$ cat src/rtl/dds_note_scheduler.sv
// dds_note_scheduler: time-shares one note-to-phase-increment converter among
// VOICES synth voices. Note writes mark a voice pending; pending voices are
// launched round-robin, and each result is strobed out and stored for readback.
module dds_note_scheduler #(
    parameter int unsigned VOICES   = 8,
    parameter int unsigned VW       = 3,
    parameter int unsigned CONV_LAT = 1
) (
    input  logic          CLK,
    input  logic          RESET,
    input  logic          WR_EN,
    input  logic [VW-1:0] WR_VOICE,
    input  logic [6:0]    WR_NOTE,
    output logic [6:0]    CONV_NOTE,
    input  logic [31:0]   CONV_ADDER,
    output logic          UPD_VALID,
    output logic [VW-1:0] UPD_VOICE,
    output logic [31:0]   UPD_ADDER,
    input  logic [VW-1:0] RD_VOICE,
    output logic [31:0]   RD_ADDER,
    output logic          BUSY
);

    localparam int unsigned NW = 7;
    localparam int unsigned AW = 32;
    localparam int unsigned CW = 3;

    localparam logic [0:0] S_IDLE = 1'b0;
    localparam logic [0:0] S_WAIT = 1'b1;

    logic [0:0]        state, state_nxt;
    logic [VOICES-1:0] pending, pending_nxt;
    logic [VW-1:0]     ptr, ptr_nxt;
    logic [VW-1:0]     cur, cur_nxt;
    logic [CW-1:0]     cnt, cnt_nxt;
    logic              abort, abort_nxt;
    logic [NW-1:0]     conv_note, conv_note_nxt;
    logic              upd_valid, upd_valid_nxt;
    logic [VW-1:0]     upd_voice, upd_voice_nxt;
    logic [AW-1:0]     upd_adder, upd_adder_nxt;
    logic              tbl_we;

    logic [NW-1:0]     note_tbl  [VOICES];
    logic [AW-1:0]     adder_tbl [VOICES];

    logic [VW-1:0]     sel;
    logic [VW-1:0]     sel_idx;
    logic              sel_found;

    // Round-robin pick: first pending voice at or above ptr, wrapping.
    always_comb begin
        sel       = '0;
        sel_idx   = '0;
        sel_found = 1'b0;
        for (int i = 0; i < int'(VOICES); i++) begin
            sel_idx = ptr + VW'(i);
            if (!sel_found && pending[sel_idx]) begin
                sel       = sel_idx;
                sel_found = 1'b1;
            end
        end
    end

    // Next-state and registered-output logic for the launch/wait sequencer.
    always_comb begin
        state_nxt     = state;
        pending_nxt   = pending;
        ptr_nxt       = ptr;
        cur_nxt       = cur;
        cnt_nxt       = cnt;
        abort_nxt     = abort;
        conv_note_nxt = conv_note;
        upd_valid_nxt = 1'b0;
        upd_voice_nxt = upd_voice;
        upd_adder_nxt = upd_adder;
        tbl_we        = 1'b0;

        case (state)
            S_IDLE: begin
                if (sel_found) begin
                    conv_note_nxt     = note_tbl[sel];
                    pending_nxt[sel]  = 1'b0;
                    cur_nxt           = sel;
                    cnt_nxt           = CW'(CONV_LAT);
                    ptr_nxt           = sel + VW'(1);
                    state_nxt         = S_WAIT;
                end
            end
            S_WAIT: begin
                if (cnt != '0) begin
                    cnt_nxt = cnt - CW'(1);
                    // A newer note for the in-flight voice makes this result stale.
                    if (WR_EN && (WR_VOICE == cur)) begin
                        abort_nxt = 1'b1;
                    end
                end else begin
                    state_nxt = S_IDLE;
                    abort_nxt = 1'b0;
                    if (!abort) begin
                        upd_valid_nxt = 1'b1;
                        upd_voice_nxt = cur;
                        upd_adder_nxt = CONV_ADDER;
                        tbl_we        = 1'b1;
                    end
                end
            end
            default: begin
                state_nxt = S_IDLE;
            end
        endcase

        // A write re-arms the voice even if it is being launched this cycle.
        if (WR_EN) begin
            pending_nxt[WR_VOICE] = 1'b1;
        end
    end

    // Sequencer and output registers.
    always_ff @(posedge CLK) begin
        if (RESET) begin
            state     <= S_IDLE;
            pending   <= '0;
            ptr       <= '0;
            cur       <= '0;
            cnt       <= '0;
            abort     <= 1'b0;
            conv_note <= '0;
            upd_valid <= 1'b0;
            upd_voice <= '0;
            upd_adder <= '0;
        end else begin
            state     <= state_nxt;
            pending   <= pending_nxt;
            ptr       <= ptr_nxt;
            cur       <= cur_nxt;
            cnt       <= cnt_nxt;
            abort     <= abort_nxt;
            conv_note <= conv_note_nxt;
            upd_valid <= upd_valid_nxt;
            upd_voice <= upd_voice_nxt;
            upd_adder <= upd_adder_nxt;
        end
    end

    // Per-voice note and adder tables.
    always_ff @(posedge CLK) begin
        if (RESET) begin
            for (int i = 0; i < int'(VOICES); i++) begin
                note_tbl[i]  <= '0;
                adder_tbl[i] <= '0;
            end
        end else begin
            if (WR_EN) begin
                note_tbl[WR_VOICE] <= WR_NOTE;
            end
            if (tbl_we) begin
                adder_tbl[cur] <= CONV_ADDER;
            end
        end
    end

    assign CONV_NOTE = conv_note;
    assign UPD_VALID = upd_valid;
    assign UPD_VOICE = upd_voice;
    assign UPD_ADDER = upd_adder;
    assign RD_ADDER  = adder_tbl[RD_VOICE];
    assign BUSY      = (state != S_IDLE) || (pending != '0);

endmodule
$ cat config.mk
export PLATFORM = sky130hd
export DESIGN_NAME = dds_note_scheduler
export DESIGN_NICKNAME = d
export VERILOG_FILES = /design/src/rtl/dds_note_scheduler.sv
export SDC_FILE = /design/constraint.sdc
export NUM_CORES = 1
export LEC_CHECK = 0
export ABC_AREA = 1
export BUFFER_PORTS_ARGS = -buffer_cell sky130_fd_sc_hd__buf_2
export CORE_MARGIN = 8
export CORE_UTILIZATION = 45
export DETAILED_ROUTE_END_ITERATION = 8
export GPL_TIMING_DRIVEN = 0
export SLEW_MARGIN = 5
export SYNTH_ARGS = -nofsm -noshare
export SYNTH_HDL_FRONTEND = slang
export SYNTH_SLANG_ARGS = --single-unit
$ cat constraint.sdc
create_clock -name CLK -period 3.9 [get_ports CLK]
set_clock_uncertainty 0.1 [all_clocks]
set_input_delay 0.585 -clock CLK [delete_from_list [all_inputs] [get_ports CLK]]
set_output_delay 0.585 -clock CLK [all_outputs]
set_load 0.02 [all_outputs]
==> flow_summary.yaml <==
sta:
  fin_crit_ps: 3770
  rsz0062_at_grt: "no"
  relSlewSlack: 0.377
  fin_hold_ws_ps: 302
  post-route-period-util: 0.967
  slew_viol_final: 0
  fin_setup_tns_ps: 0
  hold_viol: 0
  fin_ws_ps: 127
  fmax_ghz: 0.265
  tightest_slew_ps: 935
  setup_viol: 0
placed_design:
  place_area_mm2: 0.0181
  port_buffers: 123
  dp_slack_ps: -442
  place_congestion: 0.909
  placed_cells: 2352
  dp_hpwl_mm: 33.1
floorplan:
  ios: 124
  fp.dieW_um: 209
  rows: 70
  initial_core_util: 0.458
  die_y_um: 209
  core_mm2: 0.0366
  die_area_mm2: 0.0437
synth:
  ys_seq_area_frac: 0.633
  yosysTopAreaCell: "edfxtp_1"
  yosysWarnings: 0
  syn_area_per_cell_um2: 9.55
  synth_nets: 1806
  yosysTopAreaCellShare: 0.559
  synth_cell_types: 43
  synth_area_mm2: 0.0167
  synth_area_leaders: "edfxtp_1, nor2_1, dfxtp_1, o21ai_0, nand2_1"
  ys_seq_elements: 374
  synthCells: 1754
clocking:
  cts.sinks: 374
  clk_pin_slew_worst_paths_ps: 60
  cts-root-buf: "clkbuf_16"
  cts_setup_buffers: 0
  clk_latency_ps: 560
  cts_tree: "built"
  cts_buffers: 41
  cts_hold_buf: 0
  clock_path_buffers: 3
  ctsHtreeMaxLevel: 2
routing:
  viasPerCell: 5.42
  wire_per_inst_um: 20.2
  drc: 0
  drtPass1Iterations: 6
  ant_nets: 0
  routed_wl_mm: 48.9
  dr.first_iter.drc_count: 1084
  num_vias: 13200
global_routing:
  grt_pass1_wl_mm: 75.8
  grtUsageTotal: 0.224
  antenna_found_initial: 0
  grt_pass1_vias: 13100
  grt_max_degree: 33
  grt_overflow_total: 0
final_layout:
  drive_gt1_frac: 0.134
  layoutNonFillerInstCount: 2428
  nNetsFinal: 1979
  stdcell_area_mm2: 0.0195
  area_growth_syn_to_layout_pct: 16.4
min_path:
  hp-class: "primary input to flip-flop"
  min_path_cells: 3
critical_path:
  worstRegToRegCells: 11
  crit_fanout: 10
  endpoint_kind: "primary output"
  critPathLaunchType: "primary input"
  cp.arrival_ps: 3090
  criticalPathCategory: "primary input to primary output"
  cp.required_ps: 3210
run:
  maxCapViolCount: 0
power:
  ir_drop_uv: 459
  powerDensity_mw_per_mm2: 715
  p_leak_nw: 7.98
status:
  status: "finished, final reports clean"
-- layout by cell type, fill, tap and decap left out, types with 7 or more instances in the layout --
cell,count
nand2_2,8
buf_2,126
clkinv_1,39
clkbuf_1,90
o22ai_1,34
dfxtp_1,62
nand2_4,7
nand2_1,182
clkinv_2,10
clkbuf_16,43
edfxtp_1,312
o211ai_1,7
o21ai_0,168
a31oi_1,33
inv_2,12
nand3b_1,7
buf_4,7
inv_1,67
nor2_1,556
a21oi_1,41
nand3_2,8
nand3_1,74
-- through the flow --
stage | utilization | total power [W]
after floorplan | - | 0.00851
after global placement | 0.490 | 0.00998
after detailed placement | 0.495 | 0.0101
after CTS | 0.532 | 0.0140
after global routing | 0.533 | 0.0147
final | 0.533 | 0.0139
-- power breakdown --
part,switching [W],total [W],leakage (nW),internal (W)
clock network,0.00159,0.00392,0.667,0.00233
logic,0.00352,0.00506,3.61,0.00154
registers,0.000172,0.00497,3.70,0.00480
total,0.00528,0.0139,7.98,0.00867
-- synth_stat cells (all sizes together) --
cell,number
nor2,564
edfxtp,312
nand2,197
o21ai,171
nand3,84
clkbuf,80
inv,80
dfxtp,62
a21oi,41
clkinv,35
a31oi,34
o22ai,34
buf,20
nand3b,7
o211ai,7
nand4,6
ha,4
nor3,3
xor2,3
o21a,2
or2,2
xnor2,2
a211oi,1
a221oi,1
a31o,1
nor4,1
-- routing by layer --
metal,up-vias,part of all wire,GRT usage
met2,513,0.47,0.365
li1,6256,-,-
met4,0,0.027,0.0814
met1,6303,0.42,0.294
met3,83,0.081,0.0440
met5,-,0,0
-- flip-flops by register name, indices dropped and copies added, names as in the netlist, 3 cells and up --
signal and count:
CONV_NOTE 7, UPD_ADDER 32, UPD_VOICE 3, adder_tbl 256
cnt 3, cur 3, note_tbl 56, pending 8
ptr 3
-- critical path, stage by stage --
cell and delay (ps):
buf_2 130, inv_1 70, clkbuf_1 390, clkbuf_1 470, clkbuf_1 540, o21ai_0 210, a31oi_1 440, buf_2 250
-- what timing repair did --
item / in CTS / in global routing
setup endpoints to repair: 246 / 120
pin swaps: 0 / 0
resized for setup: 2 / 5
-- logic make-up after synthesis --
family,synth area share
simple gates,0.213
compound gates,0.0946
buf+inv,0.0524
flops,0.633
xor+xnor,0.00396
fa+ha+maj,0.00299
-- cell type report --
type	count	area (µm²)
clock buffer	56	1150
antenna	1	2.50
fill	3372	17100
inverter	115	434
sequential	374	10600
multi-input combinational	1165	5320
tap	468	586
timing repair buffer	130	771
buffer	100	443
clock inverter	19	194
-- final timing paths --
| path | endpoint | start | slack, ps |
|---|---|---|---|
| max reg2reg | adder_tbl[4][5] | cnt[0] | 360 |
| max | RD_ADDER[2] | RD_VOICE[0] | 130 |
| min | UPD_ADDER[23] | CONV_ADDER[23] | 300 |
| min reg2reg | cnt[1] | cnt[1] | 370 |
Power figures use the tool's default switching activity.
